**src/rtl/vx_sfu_rsp_arb_if.sv**
```systemverilog
// Handshake bundle for the SFU response arbiter.
// The slave modport is the arbiter's view.
// The master modport is the view of the response sources plus the gather stage.
interface vx_sfu_rsp_arb_if #(
    parameter int NUM_INPUTS = 2,
    parameter int DATAW      = 64,
    parameter int OUT_DEPTH  = 2
);
    localparam int SEL_W = $clog2(NUM_INPUTS);
    localparam int CNT_W = $clog2(OUT_DEPTH) + 1;

    logic [NUM_INPUTS-1:0]       valid_in;
    logic [NUM_INPUTS-1:0]       ready_in;
    logic [NUM_INPUTS*DATAW-1:0] data_in;
    logic                        valid_out;
    logic                        ready_out;
    logic [DATAW-1:0]            data_out;
    logic [SEL_W-1:0]            sel_out;
    logic [CNT_W-1:0]            count_out;

    modport master (
        output valid_in, data_in, ready_out,
        input  ready_in, valid_out, data_out, sel_out, count_out
    );

    modport slave (
        input  valid_in, data_in, ready_out,
        output ready_in, valid_out, data_out, sel_out, count_out
    );
endinterface

```
**src/rtl/vx_sfu_rsp_arb.sv**
```systemverilog
// SFU response arbiter.
// Picks one of NUM_INPUTS response sources per cycle and queues the winner's
// payload and source index in a small output FIFO.
// ARB_MODE selects the policy: 0 = round-robin, 1 = fixed priority.
// A per-input wait counter force-grants any source that has waited STARVE_MAX
// cycles. The counters freeze while the FIFO is backpressured.
// Optional feature: define SFU_RSP_ARB_PERF_EN to add the perf_stall_cycles and
// perf_starve_grants counters.
module vx_sfu_rsp_arb #(
    parameter int NUM_INPUTS = 2,
    parameter int DATAW      = 64,
    parameter int ARB_MODE   = 0,
    parameter int OUT_DEPTH  = 2,
    parameter int STARVE_MAX = 15
) (
    input  logic                  clk,
    input  logic                  reset,
    vx_sfu_rsp_arb_if.slave       bus
`ifdef SFU_RSP_ARB_PERF_EN
    ,
    output logic [31:0]           perf_stall_cycles,
    output logic [31:0]           perf_starve_grants
`endif
);
    localparam int SEL_W = $clog2(NUM_INPUTS);
    localparam int PTR_W = $clog2(OUT_DEPTH);
    localparam int CNT_W = PTR_W + 1;
    localparam logic [3:0]       STARVE_LIM = 4'(STARVE_MAX);
    localparam logic [CNT_W-1:0] FULL_CNT   = CNT_W'(OUT_DEPTH);

    // FIFO storage and state
    logic [DATAW-1:0] data_mem_r [OUT_DEPTH];
    logic [SEL_W-1:0] sel_mem_r  [OUT_DEPTH];
    logic [PTR_W-1:0] wr_ptr_r;
    logic [PTR_W-1:0] rd_ptr_r;
    logic [CNT_W-1:0] count_r;

    // Arbitration state
    logic [SEL_W-1:0] rr_ptr_r;
    logic [3:0]       wait_cnt_r [NUM_INPUTS];

    // Combinational arbitration and handshake signals
    logic                  valid_out_s;
    logic                  pop_s;
    logic                  full_s;
    logic                  can_push_s;
    logic                  blocked_s;
    logic                  any_valid_s;
    logic                  push_s;
    logic                  starved_found_s;
    logic [SEL_W-1:0]      starved_idx_s;
    logic [SEL_W-1:0]      fp_idx_s;
    logic [SEL_W-1:0]      rr_idx_s;
    logic [SEL_W-1:0]      rr_cand_s;
    logic [SEL_W-1:0]      sel_idx_s;
    logic [SEL_W-1:0]      rr_next_s;
    logic [NUM_INPUTS-1:0] grant_oh_s;
    logic [DATAW-1:0]      push_data_s;

    assign valid_out_s = (count_r != {CNT_W{1'b0}});
    assign pop_s       = valid_out_s & bus.ready_out;
    assign full_s      = (count_r == FULL_CNT);
    // A full FIFO can still accept a push when the head leaves in the same cycle.
    assign can_push_s  = ~full_s | pop_s;
    assign blocked_s   = ~can_push_s;
    assign any_valid_s = |bus.valid_in;
    // While reset is low the arbiter must not accept anything.
    assign push_s      = reset & any_valid_s & can_push_s;

    // Candidate selection: the lowest starved input, the lowest valid input, and the first valid input at or after rr_ptr
    always_comb begin
        starved_found_s = 1'b0;
        starved_idx_s   = {SEL_W{1'b0}};
        fp_idx_s        = {SEL_W{1'b0}};
        rr_idx_s        = rr_ptr_r;
        rr_cand_s       = {SEL_W{1'b0}};
        // Each loop runs from the highest index down, so the lowest qualifying index is the last one written.
        for (int i = NUM_INPUTS - 1; i >= 0; i--) begin
            if (bus.valid_in[i] && (wait_cnt_r[i] == STARVE_LIM)) begin
                starved_found_s = 1'b1;
                starved_idx_s   = SEL_W'(i);
            end else begin
                starved_found_s = starved_found_s;
            end
            if (bus.valid_in[i]) begin
                fp_idx_s = SEL_W'(i);
            end else begin
                fp_idx_s = fp_idx_s;
            end
        end
        // The round-robin search walks the offset k downward, so the smallest offset from rr_ptr is the last one written.
        for (int k = NUM_INPUTS - 1; k >= 0; k--) begin
            rr_cand_s = SEL_W'((int'(rr_ptr_r) + k) % NUM_INPUTS);
            if (bus.valid_in[rr_cand_s]) begin
                rr_idx_s = rr_cand_s;
            end else begin
                rr_idx_s = rr_idx_s;
            end
        end
    end

    // Final choice: a starved input overrides the configured policy
    always_comb begin
        if (starved_found_s) begin
            sel_idx_s = starved_idx_s;
        end else if (ARB_MODE == 1) begin
            sel_idx_s = fp_idx_s;
        end else begin
            sel_idx_s = rr_idx_s;
        end
    end

    // One-hot grant, the winner's payload, and the next round-robin pointer
    always_comb begin
        grant_oh_s  = {NUM_INPUTS{1'b0}};
        push_data_s = {DATAW{1'b0}};
        for (int i = 0; i < NUM_INPUTS; i++) begin
            if (sel_idx_s == SEL_W'(i)) begin
                grant_oh_s[i] = push_s;
                push_data_s   = bus.data_in[i*DATAW +: DATAW];
            end else begin
                grant_oh_s[i] = 1'b0;
            end
        end
        if (sel_idx_s == SEL_W'(NUM_INPUTS - 1)) begin
            rr_next_s = {SEL_W{1'b0}};
        end else begin
            rr_next_s = sel_idx_s + SEL_W'(1);
        end
    end

    assign bus.ready_in  = grant_oh_s;
    assign bus.valid_out = valid_out_s;
    assign bus.count_out = count_r;
    // The head is forced to zero when the FIFO is empty, so reset reads back as zero.
    assign bus.data_out  = valid_out_s ? data_mem_r[rd_ptr_r] : {DATAW{1'b0}};
    assign bus.sel_out   = valid_out_s ? sel_mem_r[rd_ptr_r]  : {SEL_W{1'b0}};

    // FIFO pointers, occupancy and round-robin pointer
    always_ff @(posedge clk or negedge reset) begin
        if (!reset) begin
            wr_ptr_r <= {PTR_W{1'b0}};
            rd_ptr_r <= {PTR_W{1'b0}};
            count_r  <= {CNT_W{1'b0}};
            rr_ptr_r <= {SEL_W{1'b0}};
        end else begin
            if (push_s) begin
                wr_ptr_r <= wr_ptr_r + PTR_W'(1);
                rr_ptr_r <= rr_next_s;
            end
            if (pop_s) begin
                rd_ptr_r <= rd_ptr_r + PTR_W'(1);
            end
            case ({push_s, pop_s})
                2'b10:   count_r <= count_r + CNT_W'(1);
                2'b01:   count_r <= count_r - CNT_W'(1);
                default: count_r <= count_r;
            endcase
        end
    end

    // FIFO payload storage, unreset because reads are gated by occupancy
    always_ff @(posedge clk) begin
        if (push_s) begin
            data_mem_r[wr_ptr_r] <= push_data_s;
            sel_mem_r[wr_ptr_r]  <= sel_idx_s;
        end
    end

    // Per-input starvation counters, frozen while the FIFO is backpressured
    always_ff @(posedge clk or negedge reset) begin
        if (!reset) begin
            for (int i = 0; i < NUM_INPUTS; i++) begin
                wait_cnt_r[i] <= 4'd0;
            end
        end else begin
            for (int i = 0; i < NUM_INPUTS; i++) begin
                if (!bus.valid_in[i] || grant_oh_s[i]) begin
                    wait_cnt_r[i] <= 4'd0;
                end else if (!blocked_s && (wait_cnt_r[i] != STARVE_LIM)) begin
                    wait_cnt_r[i] <= wait_cnt_r[i] + 4'd1;
                end else begin
                    wait_cnt_r[i] <= wait_cnt_r[i];
                end
            end
        end
    end

`ifdef SFU_RSP_ARB_PERF_EN
    logic force_grant_s;
    assign force_grant_s = push_s & starved_found_s;

    // Perf counters: stalled request cycles and starvation force-grants
    always_ff @(posedge clk or negedge reset) begin
        if (!reset) begin
            perf_stall_cycles  <= 32'd0;
            perf_starve_grants <= 32'd0;
        end else begin
            if (any_valid_s && !push_s) begin
                perf_stall_cycles <= perf_stall_cycles + 32'd1;
            end
            if (force_grant_s) begin
                perf_starve_grants <= perf_starve_grants + 32'd1;
            end
        end
    end
`endif

endmodule

```
**src/flat_wrapper.sv**
```systemverilog
// flat-port wrapper written by rule: the top's interface ports become plain ports
module vx_sfu_rsp_arb_flat 
#(
    parameter int NUM_INPUTS = 2,
    parameter int DATAW      = 64,
    parameter int ARB_MODE   = 0,
    parameter int OUT_DEPTH  = 2,
    parameter int STARVE_MAX = 15
)
  (clk, reset, bus_valid_in, bus_data_in, bus_ready_out, bus_ready_in, bus_valid_out, bus_data_out, bus_sel_out, bus_count_out);
  vx_sfu_rsp_arb_if #(.NUM_INPUTS(NUM_INPUTS), .DATAW(DATAW), .OUT_DEPTH(OUT_DEPTH)) bus_i ();
  input  logic clk;
  input  logic reset;
  input wire logic [$bits(bus_i.valid_in)-1:0] bus_valid_in;
  input wire logic [$bits(bus_i.data_in)-1:0] bus_data_in;
  input wire logic [$bits(bus_i.ready_out)-1:0] bus_ready_out;
  output wire logic [$bits(bus_i.ready_in)-1:0] bus_ready_in;
  output wire logic [$bits(bus_i.valid_out)-1:0] bus_valid_out;
  output wire logic [$bits(bus_i.data_out)-1:0] bus_data_out;
  output wire logic [$bits(bus_i.sel_out)-1:0] bus_sel_out;
  output wire logic [$bits(bus_i.count_out)-1:0] bus_count_out;
  assign bus_i.valid_in = bus_valid_in;
  assign bus_i.data_in = bus_data_in;
  assign bus_i.ready_out = bus_ready_out;
  assign bus_ready_in = bus_i.ready_in;
  assign bus_valid_out = bus_i.valid_out;
  assign bus_data_out = bus_i.data_out;
  assign bus_sel_out = bus_i.sel_out;
  assign bus_count_out = bus_i.count_out;
  vx_sfu_rsp_arb #(.NUM_INPUTS(NUM_INPUTS), .DATAW(DATAW), .ARB_MODE(ARB_MODE), .OUT_DEPTH(OUT_DEPTH), .STARVE_MAX(STARVE_MAX)) u_core (.clk(clk), .reset(reset), .bus(bus_i));
endmodule
```
**config.mk**
```make
export PLATFORM = sky130hd
export DESIGN_NAME = vx_sfu_rsp_arb_flat
export DESIGN_NICKNAME = d
export VERILOG_FILES = /design/src/rtl/vx_sfu_rsp_arb_if.sv /design/src/rtl/vx_sfu_rsp_arb.sv /design/src/flat_wrapper.sv
export SDC_FILE = /design/constraint.sdc
export NUM_CORES = 1
export LEC_CHECK = 0
export CAP_MARGIN = 20
export CORE_UTILIZATION = 45
export CTS_CLUSTER_DIAMETER = 150
export DETAILED_ROUTE_END_ITERATION = 10
export GPL_TIMING_DRIVEN = 0
export PLACE_DENSITY = 0.77
export RECOVER_POWER = 25
export SYNTH_ARGS = -nofsm -noshare
export SYNTH_HDL_FRONTEND = slang
export SYNTH_SLANG_ARGS = --single-unit
```
**constraint.sdc**
```tcl
create_clock -name clk -period 8.5 [get_ports clk]
set_clock_uncertainty 0.1 [all_clocks]
set_input_delay 1.7 -clock clk [delete_from_list [all_inputs] [get_ports clk]]
set_output_delay 1.7 -clock clk [all_outputs]
set_load 0.005 [all_outputs]
```
==> impl_metrics.tcl, run 1 <==
set metrics [dict create \
    run_status "finished, final reports clean" \
    drv_slew 0 \
    startpoint "bus_valid_in[1]" \
    drt-initial-drc-count 202 \
    finalHoldViolations 0 \
    cap_violations 0 \
    synth_adder_area_share_pct 0.5821 \
    synth-simple-area-share_pct 5.879 \
    cp.depth 8 \
    synth_top_family_by_area "multiplexers" \
    start_util_pct 46.28 \
    timing.rr.start "u_core.wait_cnt_r[0]" \
    setup_tns_ns 0 \
    clk_pin_slew_ns 0.06 \
    yosysSeqAreaShare_pct 65.58 \
    antenna_found_initial 0 \
    cts_tree "built" \
    grt_pass1_wl_mm 22.67 \
    cts_sinks 143 \
    crit_chain "dlygate4sd3_1 -> o21bai_1 -> o21ai_0 -> nand2_1 -> clkbuf_1 -> clkbuf_1 -> nor2_1 -> clkdlybuf4s50_1" \
    synth_cell_types 35 \
    fin_crit_sh_pct 78.30 \
    arrival_ns 4.86 \
    synth_xor_area_share_pct 1.358 \
    worst_setup_path_end_kind "output port" \
    layout.nets 777 \
    die_h_um 121.7 \
    cts_setup_buffers 0 \
    overflow 0 \
    htree_num_levels 4 \
    clock-root-buffer "clkbuf_16" \
    wire_per_inst_um 17.94 \
    drive_gt1_share_pct 12.69 \
    insertedDiodeCount 0 \
    final_cell_mix "198 x clkdlybuf4s50_1, 130 x edfxtp_1, 69 x nor2_1, 66 x mux2i_1, 30 x mux2_1" \
    yosysTopAreaCell "edfxtp_1" \
    areaGrowthSynthToFinish_pct 45.71 \
    layout_commonest_cell "clkdlybuf4s50_1" \
    endpoint "bus_ready_in[1]" \
    ys_top_cells_by_area "edfxtp_1 61%, mux2i_1 10%, mux2_2 8.2%" \
    critPathBufInv 4 \
    ys_seq_elements 143 \
    num_rows 43 \
    crit_top_cell "clkbuf_1" \
    grt.total_usage_pct 20.79 \
    setup_viol 0 \
    gp_congestion 0.7326 \
    hp-class "reg -> reg" \
    crit_slowest_cell "clkbuf_1" \
    cts_made_buffers 17 \
    pwr_density_cell_nw_per_um2 319.5 \
    synth.net_count 552 \
    synthMuxAreaShare_pct 22.64 \
    final-instance-count-excl-fill 834 \
    crit_family "buffers and inverters" \
    path_max_fanout 10 \
    yosysWarnings 0 \
    route.detailed.drc 0 \
    required_ns 6.70 \
    wl_mm 14.96 \
    nFillCells 982 \
    dr.pass1.iters 7 \
    synth_compound_area_share_pct 1.746 \
    portBuffers 202 \
    core-area_um2 13930 \
    peakVddDrop_mv 0.1716 \
    synth_cells 416 \
    dp_hpwl_mm 10.65 \
    die_area_um2 14810 \
    slew_headroom_pct 39.45 \
    grt_start_max_net_pins 33 \
    clk_path_buf_depth 2 \
    avgSynthCellArea_um2 15.50 \
    die_w_um 121.7 \
    period_needed_ns 6.656 \
    worstReg2RegEnd "u_core.data_mem_r[0][62]" \
    leakage_uw 0.003561 \
    via_per_inst 5.044 \
    synth_area_um2 6449 \
    grt_pass1_vias 4518 \
    cts_hold_buf 0 \
    slowest_delay_ns 0.73 \
    postRouteAntennaNets 0 \
    critPathKind "in -> out" \
    r2r_setup_slack_ns 5.24 \
    io_pins 203 \
    clock_latency_ns 0.41 \
    max_freq_mhz 150.2 \
    rsz0062_at_grt "no" \
    vias 4207 \
    cp-start-kind "input port" \
    worst_slew_pin_slew_ns 0.9043 \
    r2r_cells 7 \
    synth_top_area_share_pct 60.54 \
    dpl.cell_count 802 \
    cts_resized 0 \
]
[logic make-up after synthesis]
logic type / Yosys count
flip-flops: 143
buffers and inverters: 28
AND/OR/NAND/NOR: 89
XOR/XNOR: 10
adder cells (fa/ha/maj): 3
multiplexers: 131
AO/OA/AOI/OAI: 12
[metrics by stage]
stage	total power (uW)	area, um^2	hold WS, ns	worst slack [ns]	util, %
after floorplan	1591	6449	0.3681	2.986	-
after global placement	2173	8696	0.3826	0.5756	62.40
after detailed placement	2212	8791	0.4163	2.696	63.09
after CTS	3063	9474	0.4355	2.682	67.99
after global routing	3152	9397	0.4516	1.656	67.43
final	3002	9397	0.4208	1.844	67.43
[cells in the mapped netlist]
library cell  count
nand2_2           2
nand2_1           1
mux2_4           18
a311oi_1          3
buf_1             2
a21oi_1           1
o211ai_2          1
xnor2_1           6
o211a_1           1
mux2_2           47
ha_1              3
xor2_1            4
mux2i_1          66
o21ai_4           1
nor2b_1           1
buf_2            12
nor3b_1           2
and3_1            1
o21bai_1          1
a31oi_1           1
nor3_1            4
a211oi_1          1
clkbuf_1          6
nand3b_1          1
a21oi_4           1
dfrtp_1          13
and2_1            1
nor2_1           71
and3_4            1
edfxtp_1        130
inv_1             5
buf_6             3
or3b_1            1
o21ai_0           1
nand3_1           3
[routing by layer]
layer | track usage [%] | part of all wire, % | wire (um)
met5 | 0 | 0 | 0
met4 | 9.336 | 2.3 | 342
met3 | 3.699 | 4.2 | 633
met2 | 38.14 | 53 | 7998
met1 | 23.45 | 40 | 5986
[report_power, final]
part	internal, uW	switching [uW]
clock network	574	269
registers	952	46.6
logic	624	536
[how the worst min path moves through the flow]
| stage | from | endpoint | slack [ns] | cells past startpoint |
|---|---|---|---|---|
| 2_1_floorplan | u_core.wr_ptr_r | u_core.wr_ptr_r | 0.37 | 1 |
| 3_3_place_gp | u_core.wr_ptr_r | u_core.wr_ptr_r | 0.38 | 1 |
| 3_5_place_dp | u_core.bus.count_out[1] | u_core.bus.count_out[1] | 0.42 | 1 |
| 4_1_cts | u_core.bus.count_out[1] | u_core.bus.count_out[1] | 0.44 | 1 |
| 5_1_grt | u_core.rr_ptr_r | u_core.rr_ptr_r | 0.45 | 1 |
| 6_report | u_core.rr_ptr_r | u_core.rr_ptr_r | 0.42 | 1 |
[state kept, by name (all words and copies together) (netlist names)]
register,count
u_core.data_mem_r,128
u_core.sel_mem_r,2
u_core.wait_cnt_r,8
u_core.rd_ptr_r,1
u_core.rr_ptr_r,1
u_core.bus.count_out,2
u_core.wr_ptr_r,1
[final cells by class]
cell class / instances / area, um^2 / area share, %
flip-flops and latches: 143 / 4229 / 45.01
repair buffers: 206 / 2102 / 22.37
multi-input cells: 245 / 2039 / 21.70
clock buffers: 22 / 474.2 / 5.047
well taps: 180 / 225.2 / 2.397
clock inverters: 10 / 209.0 / 2.224
plain buffers: 23 / 98.84 / 1.052
inverters: 5 / 18.77 / 0.1997
No activity file was read; power rests on OpenSTA's default activity.
==> inputs of run 2 (changes only) <==
==> constraint.sdc (replaced) <==
create_clock -name clk -period 6.91 [get_ports clk]
set_clock_uncertainty 0.1 [all_clocks]
set_input_delay 1.382 -clock clk [delete_from_list [all_inputs] [get_ports clk]]
set_output_delay 1.382 -clock clk [all_outputs]
set_load 0.005 [all_outputs]
==> impl_metrics.tcl, run 2 (same netlist as run 1, synthesis figures left out) <==
set metrics [dict create \
    run_status "finished, final reports clean" \
    swShare_pct 28.36 \
    path_max_fanout 17 \
    cts_hold_buf 0 \
    dr.pass1.iters 6 \
    die_area_um2 14810 \
    layout.nets 777 \
    p_clk_share_pct 28.1 \
    peakVddDrop_mv 0.2120 \
    die_w_um 121.7 \
    dp_hpwl_mm 10.65 \
    clock-root-buffer "clkbuf_16" \
    overflow 0 \
    cp-start-kind "input port" \
    route.detailed.drc 0 \
    areaGrowthSynthToFinish_pct 45.83 \
    crit_chain "dlygate4sd3_1 -> o211ai_1 -> a21oi_1 -> clkdlybuf4s50_1" \
    clk_path_buf_depth 2 \
    clk_pin_slew_ns 0.06 \
    io_pins 203 \
    cts_sinks 143 \
    cts_made_buffers 17 \
    clock_latency_ns 0.41 \
    required_ns 5.43 \
    setup_viol 0 \
    grt_pass1_vias 4518 \
    via_per_inst 5.042 \
    cap_violations 0 \
    cts_tree "built" \
    rsz0062_at_grt "no" \
    start_util_pct 46.28 \
    drt-initial-drc-count 211 \
    wl_met3_um 645 \
    antenna_found_initial 0 \
    max_freq_mhz 179.4 \
    wl_mm 14.97 \
    regMostFlops "u_core.data_mem_r" \
    die_h_um 121.7 \
    top_regs "u_core.data_mem_r x128, u_core.wait_cnt_r x8" \
    critPathKind "in -> out" \
    portBuffers 202 \
    grt.total_usage_pct 20.79 \
    fin_util_pct 67.49 \
    pwr_density_cell_nw_per_um2 392.9 \
    postRouteAntennaNets 0 \
    fin_crit_sh_pct 80.65 \
    r2r_setup_slack_ns 3.74 \
    cts_setup_buffers 0 \
    combPwrFrac_pct 38.7 \
    slew_headroom_pct 39.75 \
    switchingPower_uw 1048 \
    worst_slew_pin_slew_ns 0.8997 \
    gp_congestion 0.7326 \
    num_rows 43 \
    critPathBufInv 2 \
    crit_slowest_cell "dlygate4sd3_1" \
    wl_met2_mm 8.005 \
    grt_pass1_wl_mm 22.67 \
    vias 4205 \
    hp-class "reg -> reg" \
    cts_resized 0 \
    layout_commonest_cell "clkdlybuf4s50_1" \
    leakage_uw 0.003566 \
    core-area_um2 13930 \
    pre_cts_ws_ns 1.742 \
    finalHoldViolations 0 \
    wire_per_inst_um 17.95 \
    arrival_ns 4.09 \
    final_cell_mix "198 x clkdlybuf4s50_1, 130 x edfxtp_1, 69 x nor2_1, 66 x mux2i_1, 30 x mux2_1" \
    crit_family "buffers and inverters" \
    largest_reg_flops 128 \
    slowest_delay_ns 1.03 \
    drv_slew 0 \
    period_needed_ns 5.573 \
    seqPwrFrac_pct 33.3 \
    dr.max_layer_used "met4" \
    m1WireLength_mm 5.996 \
    drive_gt1_share_pct 12.84 \
    worst_setup_path_end_kind "output port" \
    htree_num_levels 4 \
    timing.final.ws_setup_ns 1.337 \
    internal-power_uw 2647 \
    insertedDiodeCount 0 \
    grt_start_max_net_pins 33 \
]
-- run 2: cell types whose count changed in the layout (fill, tap and decap cells not counted) --
cell,delta
buf_6,+1
clkbuf_1,-1
-- run 2: cell type report --
cell class                 count  area (um^2)
tap                          180        225.2
timing repair buffer         206         2102
inverter                       5        18.77
clock buffer                  22        474.2
multi-input combinational    245         2039
fill                         982         4531
buffer                        23        106.4
clock inverter                10        209.0
sequential                   143         4229
-- run 2: through the flow --
stage	hold WS, ns	std cells	TNS (ns)	power, uW	cell area (um^2)
floorplan	0.3681	416	0	1957	6449
global placement	0.3826	798	-89.73	2673	8696
detailed placement	0.4163	802	0	2721	8791
CTS	0.4355	834	0	3768	9474
global route	0.4516	834	0	3879	9404
finish	0.4218	834	0	3695	9404
-- run 2: worst reg2reg max path, stage by stage (launching register included) --
cell and delay [ns]:
dfrtp_1 0.40, ha_1 0.24, nand3_1 0.16, nand3b_1 0.14, nand2_1 0.24, clkbuf_1 0.60, clkbuf_1 0.60, mux2_1 0.42
-- run 2: layer usage --
layer,GRT usage [%],up-vias
li1,-,1993
met1,23.45,2055
met2,38.14,135
met3,3.699,22
met4,9.336,0
met5,0,-
-- run 2: power by group through the flow --
stage / Sequential, uW / Combinational [uW] / Clock (uW)
floorplan: 1240 / 714 / 0
global placement: 1260 / 1410 / 0
detailed placement: 1250 / 1470 / 0
CTS: 1230 / 1490 / 1050
global route: 1240 / 1550 / 1090
finish: 1230 / 1430 / 1040
-- run 2: worst paths after layout --
check	from	depth (start not counted)	to
max in group asynchronous	reset	1	u_core.wait_cnt_r[7]
max reg2reg	u_core.wait_cnt_r[0]	7	u_core.data_mem_r[1][53]
max	reset	4	bus_ready_in[0]
min reg2reg	u_core.rr_ptr_r	1	u_core.rr_ptr_r
min	u_core.rr_ptr_r	1	u_core.rr_ptr_r
min in group asynchronous	reset	1	u_core.bus.count_out[1]
